**config.mk**
```make
export PLATFORM = sky130hd
export DESIGN_NAME = window_border_mask_genr
export DESIGN_NICKNAME = d
export VERILOG_FILES = /design/src/rtl/window_border_mask_genr.sv
export SDC_FILE = /design/constraint.sdc
export NUM_CORES = 1
export LEC_CHECK = 0
export CAP_MARGIN = 20
export CORE_MARGIN = 4
export CORE_UTILIZATION = 30
export CTS_BUF_LIST = sky130_fd_sc_hd__clkbuf_8 sky130_fd_sc_hd__clkbuf_16
export DETAILED_ROUTE_END_ITERATION = 16
export GPL_TIMING_DRIVEN = 1
export PLACE_DENSITY = 0.62
export REMOVE_ABC_BUFFERS = 1
export SLEW_MARGIN = 30
export SYNTH_ARGS = -nofsm -noshare
export SYNTH_HDL_FRONTEND = slang
export SYNTH_SLANG_ARGS = --single-unit
export TNS_END_PERCENT = 1
```
**constraint.sdc**
```tcl
create_clock -name clk -period 6.8 [get_ports clk]
set_input_delay 2.04 -clock clk [delete_from_list [all_inputs] [get_ports clk]]
set_output_delay 2.04 -clock clk [all_outputs]
set_load 0.02 [all_outputs]
```
**src/rtl/window_border_mask_genr.sv**
```systemverilog
// ---------------------------------------------------------------------------
// window_border_mask_genr
//
// Frame-position tracker for the parallel-lane convolution datapath. It counts
// beats (NO_PARALLEL_UNITS pixels per beat) along each row and rows within a
// frame. A beat is accepted only when the tracker is running, in_valid is high
// and stall is low. From the registered position it derives active-low
// left/right border masks, which the line-buffer and window logic use to zero
// kernel taps that fall outside the image. It also derives row/frame boundary
// flags. The block sits beside the line buffers and is cleared with them by
// clrbuffer.
//
// Optional feature macro: BORDER_TB_EN
//   When defined, adds topend_mask / botend_mask for vertical border handling.
//   When undefined, those ports are absent and vertical borders are handled
//   outside this block.
//
// Ports
//   clk            in   rising-edge clock
//   res            in   asynchronous active-low reset
//   clrbuffer      in   synchronous clear: back to IDLE, counters 0
//   start          in   begin a frame (only honoured in IDLE)
//   in_valid       in   a beat is present this cycle
//   stall          in   downstream stall, blocks any advance
//   col_cnt        out  current beat index within the row
//   row_cnt        out  current row index within the frame
//   rowend_mask    out  bit i low when col_cnt == BPR-1-i (RUN only)
//   rowstart_mask  out  bit i low when col_cnt == i (RUN only)
//   row_last       out  last beat of the row (RUN only)
//   frame_last     out  last beat of the frame (RUN only)
//   busy           out  tracker is in RUN
//   frame_done     out  one-cycle pulse after the final beat is accepted
//   topend_mask    out  (BORDER_TB_EN) bit i low when row_cnt == i
//   botend_mask    out  (BORDER_TB_EN) bit i low when row_cnt == IM_HEIGHT-1-i
// ---------------------------------------------------------------------------
module window_border_mask_genr #(
  parameter int IM_LEN            = 520,
  parameter int IM_HEIGHT         = 520,
  parameter int KER_SIZE          = 3,
  parameter int NO_PARALLEL_UNITS = 4,
  parameter int COL_W             = 11,
  parameter int ROW_W             = 11
) (
  input  logic                clk,
  input  logic                res,
  input  logic                clrbuffer,
  input  logic                start,
  input  logic                in_valid,
  input  logic                stall,
  output logic [COL_W-1:0]    col_cnt,
  output logic [ROW_W-1:0]    row_cnt,
  output logic [KER_SIZE-2:0] rowend_mask,
  output logic [KER_SIZE-2:0] rowstart_mask,
  output logic                row_last,
  output logic                frame_last,
  output logic                busy,
`ifdef BORDER_TB_EN
  output logic [KER_SIZE-2:0] topend_mask,
  output logic [KER_SIZE-2:0] botend_mask,
`endif
  output logic                frame_done
);

  // Beats per row; all boundary constants are resolved at elaboration.
  localparam int BPR = IM_LEN / NO_PARALLEL_UNITS;
  localparam logic [COL_W-1:0] ColLast = COL_W'(BPR - 1);
  localparam logic [ROW_W-1:0] RowLast = ROW_W'(IM_HEIGHT - 1);

  typedef enum logic [1:0] {
    IDLE = 2'd0,
    RUN  = 2'd1,
    DONE = 2'd2
  } state_e;

  state_e           state_q, state_d;
  logic [COL_W-1:0] col_q, col_d;
  logic [ROW_W-1:0] row_q, row_d;
  logic             advance;

  // State and position registers.
  always_ff @(posedge clk or negedge res) begin
    if (!res) begin
      state_q <= IDLE;
      col_q   <= '0;
      row_q   <= '0;
    end else begin
      state_q <= state_d;
      col_q   <= col_d;
      row_q   <= row_d;
    end
  end

  assign advance = busy & in_valid & ~stall;

  // Next-state logic. clrbuffer outranks start and advance. Counters are
  // already zero whenever the tracker leaves RUN, so IDLE->RUN needs no reload.
  always_comb begin
    state_d = state_q;
    col_d   = col_q;
    row_d   = row_q;
    if (clrbuffer) begin
      state_d = IDLE;
      col_d   = '0;
      row_d   = '0;
    end else begin
      unique case (state_q)
        IDLE: begin
          if (start) state_d = RUN;
        end
        RUN: begin
          if (advance) begin
            if (frame_last) begin
              state_d = DONE;
              col_d   = '0;
              row_d   = '0;
            end else if (row_last) begin
              col_d = '0;
              row_d = row_q + ROW_W'(1);
            end else begin
              col_d = col_q + COL_W'(1);
            end
          end
        end
        DONE: state_d = IDLE;
        default: begin
          state_d = IDLE;
          col_d   = '0;
          row_d   = '0;
        end
      endcase
    end
  end

  // Outputs are decoded straight from registered state, so the masks line up
  // with the counter value in the same cycle. Outside RUN every mask is all
  // ones and every flag is low.
  always_comb begin
    busy       = (state_q == RUN);
    frame_done = (state_q == DONE);
    col_cnt    = col_q;
    row_cnt    = row_q;
    row_last   = busy && (col_q == ColLast);
    frame_last = row_last && (row_q == RowLast);
    rowend_mask   = '1;
    rowstart_mask = '1;
    for (int i = 0; i < KER_SIZE - 1; i++) begin
      if (busy && (col_q == COL_W'(BPR - 1 - i))) rowend_mask[i]   = 1'b0;
      if (busy && (col_q == COL_W'(i)))           rowstart_mask[i] = 1'b0;
    end
  end

`ifdef BORDER_TB_EN
  // Vertical border masks, same active-low convention as the horizontal ones.
  always_comb begin
    topend_mask = '1;
    botend_mask = '1;
    for (int i = 0; i < KER_SIZE - 1; i++) begin
      if (busy && (row_q == ROW_W'(i)))                 topend_mask[i] = 1'b0;
      if (busy && (row_q == ROW_W'(IM_HEIGHT - 1 - i))) botend_mask[i] = 1'b0;
    end
  end
`endif

endmodule

```
==> impl_results.md <==
- Placed cell area: 0.001823 mm^2
- Layout cells sized above 1: 5.102%
- Fmax: 210.6 MHz
- Layout Skew: 0.002549 ns
- Post-synth EDFFs: 0
- RR Startpoint: col_cnt[3]
- Kind of critical path: reg -> out
- Synth cell types: 38
- Die width: 76.50 um
- Min Tclk post-route: 4.747 ns
- Std cell rows: 24
- Total CTS buffers: 3
- Sw Ratio: 28.32%
- # diodes: 0
- Filler cells: 455
- Internal: 0.2166 mW
- Slew Limit Headroom: 41.43%
- Largest cells by area after synthesis: dfrtp_1 43%, nor2_1 5.3%, nand2_1 4.5%
- Mapped cell area: 0.001408 mm^2
- Setup TNS: 0 ns
- Vias: 1,283
- Final setup fails: 0
- Number of buffers added on ports: 35
- Placed cell count: 244
- PD cells: 160.9 mW/mm^2
- Global-route wire length before repair: 6555 um
- Initial Utilization: 31.67%
- Crit-path max FO: 7
- CTS resizes: 0
- Setup bufs post-CTS: 0
- Post-route ant nets: 0
- Hold crit path type: reg -> reg
- Critical Path Start Type: register
- Sink Count: 24
- Gp weighted congestion: 0.8478
- Net count, final: 207
- Hold buffers post-CTS: 0
- Ports: 36
- Routed vias/inst: 5.173
- RSZ-0062 raised after global routing: no
- Gr usage total: 13.56%
- Largest net degree at the start of global routing: 25
- Mapped Avg Cell Area: 8.909 um^2
- Design Area, Final: 0.001878 mm^2
- Clock power share: 33.4%
- #FFs+latches synth: 24
- CTS tree: built
- CTS root buf: clkbuf_8
- Top cell type's share of synthesized area: 42.67%
- Worst-Margin Slew: 0.8766 ns
- Final Cycle Share: 69.82%
- Max Slew Vio Count: 0
- CTS Buffer Depth: 2
- GRT overflow: 0
- Combinational share of power: 16.9%
- H-tree Lvls: 1
- Switching pwr: 0.08556 mW
- Sequential-to-total area share from yosys stat: 42.67%
- Sequential power share: 49.7%
- Vias in the first global route: 1,331
- Die area: 0.005852 mm^2
- CP endpoint kind: output port
- Area leader, netlist: dfrtp_1
- Static leakage: 0.7157 nW
- Crit path arrival time: 2.71 ns
- Total power: 0.3022 mW
- Clock slew at reported path FFs: 0.09 ns
- Final non-filler cell total: 248
- Average wire per standard cell: 15.11 um
- MaxCap Viol Count: 0
- Core area: 0.004444 mm^2
- Status: finished clean
- Launch point of the worst hold path: row_cnt[10]
- Commonest cells in the netlist: 24 x dfrtp_1, 20 x nor2_1, 17 x nand2_1
- Most frequent cell after synthesis: dfrtp_1
- Final Hold Viols: 0
- DRC viols: 0
- Hpwl dp: 2731 um
- Maximum vdd drop: 0.00006654 V
- First DRT Iteration DRCs: 68
- Layout area overhead: 33.42%
- Clk_lat worst skew: 0.27 ns
- Number of standard cells after synthesis: 158
- Final WL: 3747 um
- WP data required: 4.76 ns
- TritonRoute pass-1 iters: 4
- Yosys warns: 0
- Die Ht: 76.50 um
- Ys async rst share: 100.0%
- Beginning of the critical path: col_cnt[3]
- Initial antenna violation count: 0
- Top FF cell, synth: dfrtp_1
- Worst R2R Setup Slack: 4.43 ns
==> final timing paths <==
path,to,cells past startpoint
hold reg to reg,row_cnt[10],1
min in group asynchronous,row_cnt[8],2
setup / recovery,frame_last,5
setup reg to reg,row_cnt[8],5
hold / removal,row_cnt[10],1
max in group asynchronous,col_cnt[5],2
==> registers in the layout (all words and copies together), names as in the netlist <==
register and count:
row_cnt 11, col_cnt 11, state_q 2
==> power groups by stage <==
stage | combinational, mW | clock (mW) | sequential [mW]
final | 0.0511 | 0.101 | 0.150
after global routing | 0.0569 | 0.107 | 0.151
after CTS | 0.0516 | 0.104 | 0.150
after detailed placement | 0.0514 | 0 | 0.153
after global placement | 0.0520 | 0 | 0.153
after floorplan | 0.0264 | 0 | 0.154
==> routing by layer <==
metal / GRT usage, % / share of wire, % / wire, um
met4: 5.072 / 1.1 / 41
met3: 2.009 / 3.3 / 123
met5: 0 / 0 / 0
met1: 18.49 / 49 / 1845
met2: 21.62 / 46 / 1736
==> cell type report <==
type | instances | area [um^2] | area share, %
multi-input cells | 126 | 777.0 | 41.37
flip-flops and latches | 24 | 600.6 | 31.98
repair buffers | 36 | 357.8 | 19.05
well taps | 52 | 65.06 | 3.464
clock buffers | 4 | 55.05 | 2.931
inverters | 6 | 22.52 | 1.199
==> worst max-delay path: stages, from the launching register on <==
cell             delay [ns]
dfrtp_1                0.47
or4_4                  0.57
nor4_4                 0.43
nand2_1                0.17
nor2_1                 0.17
clkdlybuf4s50_1        0.62
==> metrics by stage <==
stage / setup slack [ns] / hold slack, ns / utilization, %
2_1_floorplan: 2.692 / 0.5908 / -
3_3_place_gp: 2.437 / 0.5295 / 41.02
3_5_place_dp: 2.363 / 0.5348 / 41.02
4_1_cts: 2.037 / 0.5468 / 42.26
5_1_grt: 1.938 / 0.5932 / 42.26
6_report: 2.053 / 0.5405 / 42.26
==> placed cells by master (no fill, tap or decap), types with 2 or more instances in the layout <==
| cell type | synthesis | routed |
|---|---|---|
| a21oi_1 | 8 | 8 |
| nand2b_1 | 3 | 3 |
| nand2_1 | 17 | 17 |
| o31ai_1 | 6 | 6 |
| o21ai_1 | 2 | 2 |
| and2_1 | 3 | 3 |
| nor2_1 | 20 | 20 |
| and4_1 | 2 | 2 |
| nor2b_1 | 3 | 3 |
| ha_1 | 4 | 4 |
| inv_1 | 6 | 6 |
| xnor2_1 | 7 | 7 |
| or4_1 | 3 | 3 |
| clkdlybuf4s50_1 | 0 | 35 |
| nor3_1 | 7 | 7 |
| clkbuf_8 | 0 | 4 |
| dfrtp_1 | 24 | 24 |
| o21ai_0 | 9 | 9 |
| nand4_1 | 6 | 6 |
| and3_1 | 2 | 2 |
| nand3_1 | 6 | 6 |
==> cell families (layout without fill, tap and decap cells) <==
| kind of cell | after synthesis | in the layout | share of synthesized area, % |
|---|---|---|---|
| and+or+nand+nor | 81 | 81 | 31.91 |
| AOI/OAI and AO/OA | 32 | 32 | 14.05 |
| DFF | 24 | 24 | 42.67 |
| muxes | 1 | 1 | 0.7111 |
| xor gates and xnor gates | 8 | 8 | 4.978 |
| adders and majority gates | 4 | 4 | 3.556 |
| buffers and inverters | 8 | 46 | 2.133 |
Note: power is estimated with default switching activity, not from simulation.
